<file path="config.mk">
export PLATFORM = sky130hd
export DESIGN_NAME = decode_stage
export DESIGN_NICKNAME = d
export VERILOG_FILES = /design/src/rtl/decode_stage.sv
export SDC_FILE = /design/constraint.sdc
export NUM_CORES = 1
export LEC_CHECK = 0
export BUFFER_PORTS_ARGS = -buffer_cell sky130_fd_sc_hd__buf_2
export CAP_MARGIN = 10
export CORE_UTILIZATION = 50
export DETAILED_ROUTE_END_ITERATION = 16
export GPL_TIMING_DRIVEN = 1
export PLACE_DENSITY_LB_ADDON = 0.3
export SLEW_MARGIN = 15
export SYNTH_ARGS = -nofsm -noshare
export SYNTH_HDL_FRONTEND = slang
export SYNTH_SLANG_ARGS = --single-unit
</file>
<file path="constraint.sdc">
create_clock -name clk -period 6.13 [get_ports clk]
set_clock_uncertainty 0.05 [all_clocks]
set_input_delay 0 -clock clk [delete_from_list [all_inputs] [get_ports clk]]
set_output_delay 0 -clock clk [all_outputs]
set_load 0.05 [all_outputs]
</file>
<file path="src/rtl/decode_stage.sv">
// decode_stage: receiving end of the fetch->decode bundle interface.
// Buffers two-instruction bundles in a DEPTH-entry FIFO, decodes both RV32I
// slots at the FIFO head and presents a registered decode->rename bundle.
//   clk, reset (async, active-high), flush (sync, drops everything)
//   fd_valid/fd_ready, inst_a/inst_b, pc_a/pc_b     : fetch side
//   dr_valid/dr_ready, dr_pc_*, dr_rd_*, dr_rs1_*,
//   dr_rs2_*, dr_imm_*, dr_funct_*, dr_ctrl_*       : rename side
// Optional macro DECODE_ILLEGAL_TRAP_EN adds dr_illegal_a/dr_illegal_b and a
// sticky illegal_seen flag (cleared only by reset).
module decode_stage #(
    parameter int DEPTH = 2,
    parameter int XLEN  = 32
) (
    input  logic            clk,
    input  logic            reset,
    input  logic            flush,
    input  logic            fd_valid,
    output logic            fd_ready,
    input  logic [XLEN-1:0] inst_a,
    input  logic [XLEN-1:0] inst_b,
    input  logic [XLEN-1:0] pc_a,
    input  logic [XLEN-1:0] pc_b,
    output logic            dr_valid,
    input  logic            dr_ready,
    output logic [XLEN-1:0] dr_pc_a,
    output logic [XLEN-1:0] dr_pc_b,
    output logic [4:0]      dr_rd_a,
    output logic [4:0]      dr_rd_b,
    output logic [4:0]      dr_rs1_a,
    output logic [4:0]      dr_rs1_b,
    output logic [4:0]      dr_rs2_a,
    output logic [4:0]      dr_rs2_b,
    output logic [XLEN-1:0] dr_imm_a,
    output logic [XLEN-1:0] dr_imm_b,
    output logic [9:0]      dr_funct_a,
    output logic [9:0]      dr_funct_b,
    output logic [7:0]      dr_ctrl_a,
    output logic [7:0]      dr_ctrl_b
`ifdef DECODE_ILLEGAL_TRAP_EN
    ,
    output logic            dr_illegal_a,
    output logic            dr_illegal_b,
    output logic            illegal_seen
`endif
);
    localparam int PW = $clog2(DEPTH);
    localparam int CW = PW + 1;
    localparam int BW = 4 * XLEN;

    typedef struct packed {
        logic [4:0]      rd;
        logic [4:0]      rs1;
        logic [4:0]      rs2;
        logic [XLEN-1:0] imm;
        logic [9:0]      funct;
        logic [7:0]      ctrl;
    } dec_t;

    // ctrl: [7] slot_valid [6] upper_imm [5] jump [4] branch
    //       [3] mem_write [2] mem_read [1] alu_src_imm [0] reg_write
    function automatic dec_t decode(input logic [31:0] i);
        dec_t        d;
        logic [31:0] imm;
        d       = '0;
        imm     = '0;
        d.rd    = i[11:7];
        d.rs1   = i[19:15];
        d.rs2   = i[24:20];
        d.funct = {i[31:25], i[14:12]};
        case (i[6:0])
            7'b0110011: d.ctrl = 8'h81;
            7'b0010011: begin d.ctrl = 8'h83; imm = {{20{i[31]}}, i[31:20]}; end
            7'b0000011: begin d.ctrl = 8'h87; imm = {{20{i[31]}}, i[31:20]}; end
            7'b0100011: begin
                d.ctrl = 8'h8A; d.rd = '0;
                imm = {{20{i[31]}}, i[31:25], i[11:7]};
            end
            7'b1100011: begin
                d.ctrl = 8'h90; d.rd = '0;
                imm = {{19{i[31]}}, i[31], i[7], i[30:25], i[11:8], 1'b0};
            end
            7'b1101111: begin
                d.ctrl = 8'hA1;
                imm = {{11{i[31]}}, i[31], i[19:12], i[20], i[30:21], 1'b0};
            end
            7'b1100111: begin d.ctrl = 8'hA3; imm = {{20{i[31]}}, i[31:20]}; end
            7'b0110111,
            7'b0010111: begin d.ctrl = 8'hC1; imm = {i[31:12], 12'b0}; end
            // empty slot (all zero) lands here too
            default:    begin d.ctrl = '0; d.rd = '0; end
        endcase
        d.imm = XLEN'($signed(imm));
        return d;
    endfunction

    logic [BW-1:0] r_mem [DEPTH];
    logic [PW-1:0] r_wp, r_rp;
    logic [CW-1:0] r_cnt;
    logic          r_valid;
    dec_t          r_out_a, r_out_b;
    logic [XLEN-1:0] r_pc_a, r_pc_b;

    logic [BW-1:0] w_head;
    logic          w_push, w_pop;
    dec_t          w_dec_a, w_dec_b;

    // head layout: {inst_a, inst_b, pc_a, pc_b}
    assign w_head  = r_mem[r_rp];
    assign w_dec_a = decode(w_head[4*XLEN-1 -: 32]);
    assign w_dec_b = decode(w_head[3*XLEN-1 -: 32]);

    // ready is count-based only: a full FIFO refuses even when popping
    assign fd_ready = (r_cnt < CW'(DEPTH));
    assign w_push   = fd_valid && fd_ready && !flush;
    assign w_pop    = (r_cnt != '0) && (!r_valid || dr_ready) && !flush;

    always_ff @(posedge clk or posedge reset) begin
        if (reset) begin
            r_wp  <= '0;
            r_rp  <= '0;
            r_cnt <= '0;
        end else if (flush) begin
            r_wp  <= '0;
            r_rp  <= '0;
            r_cnt <= '0;
        end else begin
            if (w_push) r_wp <= r_wp + 1'b1;
            if (w_pop)  r_rp <= r_rp + 1'b1;
            r_cnt <= r_cnt + CW'(w_push) - CW'(w_pop);
        end
    end

    // storage needs no reset: count/pointers define what is live
    always_ff @(posedge clk) begin
        if (w_push) r_mem[r_wp] <= {inst_a, inst_b, pc_a, pc_b};
    end

    always_ff @(posedge clk or posedge reset) begin
        if (reset) begin
            r_valid <= 1'b0;
            r_out_a <= '0;
            r_out_b <= '0;
            r_pc_a  <= '0;
            r_pc_b  <= '0;
        end else if (flush) begin
            r_valid <= 1'b0;
        end else if (w_pop) begin
            r_valid <= 1'b1;
            r_out_a <= w_dec_a;
            r_out_b <= w_dec_b;
            r_pc_a  <= w_head[2*XLEN-1 -: XLEN];
            r_pc_b  <= w_head[XLEN-1:0];
        end else if (dr_ready) begin
            r_valid <= 1'b0;
        end
    end

    assign dr_valid   = r_valid;
    assign dr_pc_a    = r_pc_a;
    assign dr_pc_b    = r_pc_b;
    assign dr_rd_a    = r_out_a.rd;
    assign dr_rd_b    = r_out_b.rd;
    assign dr_rs1_a   = r_out_a.rs1;
    assign dr_rs1_b   = r_out_b.rs1;
    assign dr_rs2_a   = r_out_a.rs2;
    assign dr_rs2_b   = r_out_b.rs2;
    assign dr_imm_a   = r_out_a.imm;
    assign dr_imm_b   = r_out_b.imm;
    assign dr_funct_a = r_out_a.funct;
    assign dr_funct_b = r_out_b.funct;
    assign dr_ctrl_a  = r_out_a.ctrl;
    assign dr_ctrl_b  = r_out_b.ctrl;

`ifdef DECODE_ILLEGAL_TRAP_EN
    logic w_ill_a, w_ill_b;
    logic r_ill_a, r_ill_b, r_ill_seen;

    // nonzero word that did not decode to a valid slot
    assign w_ill_a = (|w_head[4*XLEN-1 -: XLEN]) && !w_dec_a.ctrl[7];
    assign w_ill_b = (|w_head[3*XLEN-1 -: XLEN]) && !w_dec_b.ctrl[7];

    always_ff @(posedge clk or posedge reset) begin
        if (reset) begin
            r_ill_a    <= 1'b0;
            r_ill_b    <= 1'b0;
            r_ill_seen <= 1'b0;
        end else if (w_pop) begin
            r_ill_a <= w_ill_a;
            r_ill_b <= w_ill_b;
            if (w_ill_a || w_ill_b) r_ill_seen <= 1'b1;
        end
    end

    assign dr_illegal_a = r_ill_a;
    assign dr_illegal_b = r_ill_b;
    assign illegal_seen = r_ill_seen;
`endif

endmodule

</file>
==> results of run 1 <==
## metal layers
metal | track usage | vias to the layer above
met5 | 0 | -
met4 | 0.0747 | 0
met3 | 0.0525 | 76
met2 | 0.383 | 456
met1 | 0.325 | 5637
li1 | - | 5246
## through the flow
stage / instance area [µm²] / utilization / total power, mW / instances / worst slack, ps
global route: 22000 / 0.655 / 10.4 / 2116 / 1810
finish: 22000 / 0.655 / 10.0 / 2116 / 2050
detailed placement: 19200 / 0.570 / 7.20 / 1893 / 2060
floorplan: 17100 / - / 6.43 / 1169 / -525
global placement: 19200 / 0.570 / 7.15 / 1893 / 2260
CTS: 22000 / 0.655 / 10.0 / 2111 / 2030
## cell usage in the layout (no fill, tap or decap), drive strengths merged, types with 8 or more instances in the layout
cell / instances
a21o: 10
a21oi: 18
a221o: 8
a22o: 37
buf: 338
clkbuf: 64
clkinv: 17
dfrtp: 199
dlygate4sd3: 132
edfxtp: 256
inv: 17
mux2: 13
mux2i: 111
nand2: 168
nand3: 10
nor2: 23
o21ai: 144
o22ai: 9
o31ai: 8
## power breakdown
group / total [mW] / internal [mW] / leakage (nW) / switching, mW
clock network: 2.77 / 1.60 / 0.752 / 1.16
logic: 3.10 / 0.758 / 3.66 / 2.34
registers: 4.13 / 3.82 / 4.96 / 0.312
## registers in the layout, indices dropped and copies added (netlist names), 8 cells and up
register,cells
dr_funct_a,10
dr_ctrl_a,8
dr_imm_a,32
dr_imm_b,32
dr_pc_b,32
r_mem,256
dr_ctrl_b,8
dr_pc_a,32
dr_funct_b,10
## final timing paths
path	to	slack [ps]
worst max register to register	dr_imm_b[13]$_DFFE_PP0P_	2050
worst min-delay path	dr_pc_a[16]$_DFFE_PP0P_	90
max in group asynchronous	dr_pc_a[10]$_DFFE_PP0P_	4290
min in group clk	r_mem[1][14]$_DFFE_PP_	130
worst min register to register	dr_rs1_a[3]$_DFFE_PP0P_	420
worst max-delay path	dr_imm_b[13]$_DFFE_PP0P_	2050
## what timing repair did
action / in CTS / in global routing
hold buffers: 132 / 0
setup endpoints to repair: 0 / 0
endpoints found under the hold margin: 394 / 0
## critical path, cell delays in order (launching register included)
cell,delay (ps)
dfrtp_4,1040
buf_4,550
mux2i_1,490
o2111ai_1,220
a211oi_2,360
nand3b_1,180
and2_1,820
a22o_1,260
## cell families after synthesis
kind of cell	Yosys count	share of synthesized area
muxes	124	0.0733
xor gates and xnor gates	4	0.00204
AOI/OAI and AO/OA	268	0.102
adders and majority gates	2	0.00146
buffers and inverters	78	0.0230
DFF	455	0.739
and+or+nand+nor	238	0.0594
## final cells by class
type                            count  area (µm²)
Multi-Input combinational cell    636        4110
Antenna cell                        5        12.5
Inverter                           16        67.6
Clock buffer                       64        1360
Timing Repair Buffer              470        3080
Sequential cell                   455       12700
Tap cell                          448         561
Fill cell                        2450       11600
Clock inverter                     22         165
==> results.yml, run 1 <==
status:
  outcome: "finished, final reports clean"
clocking:
  clock_latency_ps: 540
  cts.htree.levels: 2
  cts.sinks: 455
  path_clk_slew_ps: 60
  cts_root_buffer: "clkbuf_16"
  cts_tree: "built"
  cts_resized: 0
  numCtsBuffers: 46
  clk_path_buf_depth: 3
  cts_setup_buffers: 0
cells_and_area:
  drive_gt1_frac: 0.265
  syn2layout_area_growth_pct: 28.4
  nNetsFinal: 1760
timing:
  fin_crit_sh: 0.665
  setup_violations: 0
  max_freq_ghz: 0.245
  holdWs_ps: 86.2
  max_slew_margin: 0.312
  finalSetupTns_ps: 0
  hold_viol: 0
  finalMaxSlewViolations: 0
  rsz0062_at_grt: "no"
  max_slew.worst_pin.slew_ps: 1030
  finalCriticalPeriod_ps: 4080
worst_setup_path:
  path_class: "flop to flop"
  reg2reg_depth: 7
  start_kind: "flop"
  setup.worst_path.start: "r_rp$_DFFE_PP0P_"
  endpoint_kind: "flop"
  r2r-start: "r_rp$_DFFE_PP0P_"
  crit_fanout: 56
  critPathRequiredTime_ps: 6550
  worst_ep_arrival_time_ps: 4500
logic_synthesis:
  ys_warn_count: 0
  synth_top_area_frac: 0.448
  yosys-top-cells-area: "edfxtp_1 (45%), dfrtp_1 (29%), mux2i_1 (6.5%), o21ai_0 (4.0%), nand2_1 (3.7%)"
  ys_seq_area_frac: 0.739
  yosysUniqueCellTypes: 60
  synthFlopType: "edfxtp_1"
  synth-edff-count: 256
  ys_ff_latch: 455
  syn_nets: 1304
  yosysMostFrequentCell: "edfxtp_1"
  syn-instance-count: 1169
  avgSynthCellArea_um2: 14.7
  async_reset_ff_frac: 0.437
  syn_area_um2: 17100
  synth_common_cells: "edfxtp_1 (256), dfrtp_1 (199), nand2_1 (168)"
  yosys.area.top_type: "edfxtp_1"
global_route:
  antenna_found_initial: 5
  track_usage: 0.238
  grt_pass1_vias: 11600
  grt_pass1_wl_mm: 65.3
  grt_max_degree: 159
  grt_overflow: 0
hold_path:
  hp-class: "primary input to async pin"
floorplan:
  start_util: 0.510
  dieArea_um2: 35000
  dieHeight_um: 187
  placement_rows: 67
  io_pins: 329
  core_um2: 33600
  die_x_um: 187
routing:
  wl_per_cell_um: 19.8
  wl_met2_mm: 20.2
  dr.pass1.iters: 7
  wl_met1_mm: 17.6
  first_iter_violations: 777
  wirelength_mm: 41.9
  drc_errors: 0
  highest-signal-layer: "met4"
  viasPerCell: 5.39
  wl_met3_mm: 3.04
  ant_nets: 0
  vias: 11400
placement:
  io_buffers: 328
  dp_hpwl_mm: 25.1
  place_congestion: 0.908
pwr:
  p_leak_nw: 9.38
  vdd_drop_max_uv: 376
  powerDensity_nw_per_um2: 454
run:
  max_cap_violations: 0
No activity file was read; power rests on OpenSTA's default activity.
==> inputs of run 2 (changes only) <==
- clock period: 6.13 -> 3.7 ns (I/O delays scaled with it)
==> run 2 against run 1 <==
Clock power increased by 65%. Combinational power up 66%. Fmax increased by 33%. Via count rose by 0.58%. Final cell count rose by 0.43%. Routed wire length down 0.43%. First-iteration DRC count rose by 23%. Critical path depth fell by 1. Global-route usage up 0.089 points. Critical path type unchanged. Setup slack worse by 1400 ps. Largest cell class unchanged.
==> results.yml, run 2 (synthesis results as in run 1) <==
cells_and_area:
  nNetsFinal: 1770
  largest_reg_flops: 256
  layout_commonest_cell: "buf_2"
  seq_area_um2: 12700
  syn2layout_area_growth_pct: 28.7
  drive_gt1_frac: 0.262
  fin_util: 0.656
  layout_common_cells: "buf_2 (328), edfxtp_1 (256), dfrtp_1 (198), nand2_1 (168), o21ai_0 (137)"
  multiInputGateArea_um2: 4100
  num-fill-cells: 2402
  largest-register: "r_mem"
pwr:
  finalPower_mw: 16.6
  powerDensity_nw_per_um2: 751
  p_leak_nw: 9.40
  vdd_drop_max_uv: 653
floorplan:
  start_util: 0.510
  placement_rows: 67
  die_x_um: 187
  core_um2: 33600
  dieArea_um2: 35000
  dieHeight_um: 187
  io_pins: 329
routing:
  drc_errors: 0
  wl_per_cell_um: 19.6
  wirelength_mm: 41.7
  vias: 11500
  dr.pass1.iters: 5
  ant_nets: 0
  first_iter_violations: 955
  viasPerCell: 5.40
worst_setup_path:
  path_class: "flop to flop"
  crit_fanout: 55
  timing.rr.end: "dr_imm_a[10]$_DFFE_PP0P_"
  critPathRequiredTime_ps: 4150
  worst_ep_arrival_time_ps: 3510
  reg2reg_depth: 6
  endpoint_kind: "flop"
  r2r-start: "r_rp$_DFFE_PP0P_"
  worst-r2r-setup-slack_ps: 630
  start_kind: "flop"
clocking:
  cts_root_buffer: "clkbuf_16"
  clk_path_buf_depth: 3
  cts.sinks: 455
  clock_latency_ps: 570
  ctsHoldBuffers: 134
  cts_tree: "built"
  cts_setup_buffers: 0
  numCtsBuffers: 46
  path_clk_slew_ps: 60
  cts_resized: 0
  cts.htree.levels: 2
timing:
  finalCriticalPeriod_ps: 3070
  max_slew_margin: 0.283
  hold_viol: 0
  rsz0062_at_grt: "no"
  max_freq_ghz: 0.326
  setup_violations: 0
  finalMaxSlewViolations: 0
  finalSetupTns_ps: 0
  max_slew.worst_pin.slew_ps: 1070
  fin_crit_sh: 0.829
hold_path:
  worstHoldStart: "pc_b[13]"
  holdPathStages: 2
  hold_end: "r_mem[0][13]$_DFFE_PP_"
  hp-class: "primary input to flop"
global_route:
  grt_pass1_vias: 11700
  grt_max_degree: 194
  track_usage: 0.239
  grt_pass1_wl_mm: 64.9
  grt_overflow: 0
  antenna_found_initial: 5
placement:
  io_buffers: 328
  dp_hpwl_mm: 25.1
  place_congestion: 0.944
run:
  max_cap_violations: 0
status:
  outcome: "finished, final reports clean"
==> run 2: changes by cell type in the layout (fill, tap and decap cells not counted), sizes merged <==
cell,before,now
buf,338,346
bufinv,1,3
clkbuf,64,70
clkinv,17,9
clkinvlp,3,1
diode,5,4
dlygate4sd3,132,134
inv,17,19
==> run 2: how the worst max path moves through the flow <==
stage          slack (ps)                  endpoint          startpoint
2_1_floorplan        -810     r_mem[0][0]$_DFFE_PP_  r_cnt[1]$_DFF_PP0_
3_3_place_gp          720   dr_imm_a[9]$_DFFE_PP0P_    r_rp$_DFFE_PP0P_
3_5_place_dp          670  dr_imm_a[10]$_DFFE_PP0P_    r_rp$_DFFE_PP0P_
4_1_cts               650  dr_imm_a[10]$_DFFE_PP0P_    r_rp$_DFFE_PP0P_
5_1_grt               400  dr_imm_a[10]$_DFFE_PP0P_    r_rp$_DFFE_PP0P_
6_report              630  dr_imm_a[10]$_DFFE_PP0P_    r_rp$_DFFE_PP0P_
==> run 2: final cells by class <==
cell class              count  share of cell area
diodes                      4            0.000454
flip-flops and latches    455               0.574
repair buffers            480               0.144
multi-input cells         636               0.186
inverters                  16             0.00289
clock inverters            16             0.00788
clock buffers              70              0.0594
well taps                 448              0.0254
==> run 2: power by group <==
group          switching [mW]  internal [mW]  leakage (nW)  total [mW]
registers               0.499           6.33          4.96        6.83
clock network            1.91           2.67         0.727        4.57
logic                    3.89           1.27          3.71        5.16
==> run 2: per-stage QoR <==
step / hold WS, ps / instances / area, µm² / setup WS [ps]
6_report: 99.5 / 2125 / 22100 / 635
5_1_grt: 74.1 / 2124 / 22100 / 403
4_1_cts: 60.9 / 2121 / 22000 / 650
3_5_place_dp: -126 / 1901 / 19200 / 670
3_3_place_gp: -127 / 1901 / 19200 / 719
2_1_floorplan: 13.1 / 1169 / 17200 / -812
==> run 2: critical path, cell delays in order, from the launching register on <==
cell,delay (ps)
dfrtp_4,880
mux2_2,450
a221oi_4,220
buf_4,220
inv_1,90
a31oi_1,770
a32o_1,300
==> run 2: routing by layer <==
layer / GRT usage / wire length [µm] / share of wire
met4: 0.0829 / 1120 / 0.027
met5: 0 / 13 / 0.00031
met3: 0.0662 / 3230 / 0.077
met1: 0.307 / 16600 / 0.40
met2: 0.392 / 20700 / 0.50
==> inputs of run 3 (changes only) <==
- clock period: 3.7 -> 2.65 ns (I/O delays scaled with it)
==> run 3 against run 2 <==
Flip-flop and latch count did not move. First-iteration DRC count is 29% lower. Worst hold slack improved by 21 ps. Global-route usage grew 0.38 points. Final cell count grew 1.1%. Via count is 0.66% higher. Non-clock buffer count increased by 23. Combinational power is 44% higher. Highest routed layer is now met4.
==> results.yml, run 3 (synthesis results as in run 1) <==
status:
  outcome: "finished, final reports clean"
hold_path:
  hp-class: "primary input to flop"
worst_setup_path:
  critPathSlowestCell: "dfrtp_4"
  path_class: "flop to flop"
  worst_ep_arrival_time_ps: 2970
  endpoint_kind: "flop"
  start_kind: "flop"
  worstPathCellList: "or3b_1 -> a211o_1 -> a211oi_4 -> buf_4 -> o21ai_1 -> o21ai_0 -> a22o_1"
  crit_fanout: 16
  critPathRequiredTime_ps: 3080
  max_stage_delay_ps: 560
routing:
  wirelength_mm: 42.4
  wl_per_cell_um: 19.7
  vias: 11600
  first_iter_violations: 678
  ant_nets: 0
  viasPerCell: 5.38
  dr.pass1.iters: 4
  drc_errors: 0
timing:
  max_freq_ghz: 0.394
  fin_crit_sh: 0.957
  finalCriticalPeriod_ps: 2540
  max_slew.worst_pin.slew_ps: 774
  finalMaxSlewViolations: 0
  rsz0062_at_grt: "no"
  max_slew_margin: 0.484
  hold_viol: 0
  setup_violations: 0
  fin_ws_ps: 114
clocking:
  cts_tree: "built"
  clk_path_buf_depth: 3
  path_clk_slew_ps: 70
  cts_root_buffer: "clkbuf_16"
  numCtsBuffers: 47
  cts.htree.levels: 2
  cts.sinks: 455
  clock_latency_ps: 560
placement:
  dp_hpwl_mm: 26.4
  dpl_worst_slack_ps: 88.6
  place_congestion: 0.910
  io_buffers: 328
  place_inst: 1922
global_route:
  grt_use_met1: 0.313
  grt_pass1_wl_mm: 66.4
  grt_pass1_vias: 12100
  grt_overflow: 0
  antenna_found_initial: 2
  track_usage: 0.243
  grt_max_degree: 114
  met2_usage: 0.403
  met3_usage: 0.0559
  gr-max-usage-layer: "met2"
floorplan:
  dieArea_um2: 35000
  die_x_um: 187
  dieHeight_um: 187
  core_um2: 33600
  start_util: 0.510
  placement_rows: 67
  io_pins: 329
cells_and_area:
  largest-register: "r_mem"
  fin_cells: 2148
  nNetsFinal: 1794
  layout_common_cells: "buf_2 (328), edfxtp_1 (256), dfrtp_1 (197), nand2_1 (168), o21ai_0 (136)"
  layout_commonest_cell: "buf_2"
  syn2layout_area_growth_pct: 30.9
  drive_gt1_frac: 0.279
  largest_reg_flops: 256
  num-fill-cells: 2393
pwr:
  p_leak_nw: 9.58
  powerDensity_nw_per_um2: 1040
  vdd_drop_max_uv: 748
run:
  max_cap_violations: 0
## run 3: path summary, 6_finish.rpt
| path | depth (start not counted) | slack [ps] | start | to |
|---|---|---|---|---|
| setup / recovery | 7 | 110 | r_rp$_DFFE_PP0P_ | dr_imm_b[15]$_DFFE_PP0P_ |
| min in group asynchronous | 4 | 530 | reset | dr_ctrl_a[4]$_DFFE_PP0P_ |
| hold / removal | 2 | 120 | pc_b[15] | r_mem[1][15]$_DFFE_PP_ |
| max in group asynchronous | 6 | 1190 | reset | dr_pc_b[5]$_DFFE_PP0P_ |
| hold reg to reg | 2 | 420 | dr_ctrl_a[7]$_DFFE_PP0P_ | dr_ctrl_a[7]$_DFFE_PP0P_ |
| setup reg to reg | 7 | 110 | r_rp$_DFFE_PP0P_ | dr_imm_b[15]$_DFFE_PP0P_ |
## run 3: routing by layer
| metal | share of wire | vias to the layer above |
|---|---|---|
| met5 | 0 | - |
| met3 | 0.068 | 85 |
| met2 | 0.49 | 455 |
| li1 | - | 5320 |
| met1 | 0.41 | 5697 |
| met4 | 0.029 | 0 |
## run 3: final cells by class
type	count	area (µm²)	share of cell area
Sequential cell	455	12700	0.565
Multi-Input combinational cell	636	4130	0.184
Timing Repair Buffer	503	3460	0.154
Antenna cell	2	5.00	0.000223
Clock inverter	27	277	0.0123
Inverter	16	63.8	0.00284
Tap cell	448	561	0.0250
Clock buffer	61	1270	0.0565
## run 3: worst max-delay path, delay by kind of cell, from the launching register on
kind | cells | cell delay, ps
and+or+nand+nor | 1 | 470
AOI/OAI and AO/OA | 5 | 1220
buffers and inverters | 1 | 160
DFF | 1 | 560
## run 3: repair_timing
action	in CTS	in global routing
endpoints found under the setup margin	0	43
endpoints found under the hold margin	431	0
hold buffers	133	0
buffers inserted	0	3
resized for setup	0	6
## run 3: stage by stage
| stage | utilization | hold WS (ps) | area, µm² | power (mW) | TNS [ps] |
|---|---|---|---|---|---|
| after CTS | 0.666 | 80.0 | 22400 | 23.6 | 0 |
| after floorplan | - | 9.48 | 17200 | 14.8 | -102710 |
| after global placement | 0.581 | -28.2 | 19500 | 16.6 | 0 |
| final | 0.668 | 120 | 22400 | 23.5 | 0 |
| after global routing | 0.668 | 99.9 | 22400 | 24.4 | 0 |
| after detailed placement | 0.581 | -21.8 | 19500 | 16.8 | 0 |
## run 3: where the power goes
group	internal, mW	switching [mW]	total, mW
Sequential	8.84	0.621	9.46
Combinational	1.88	5.55	7.43
Clock	3.88	2.68	6.57
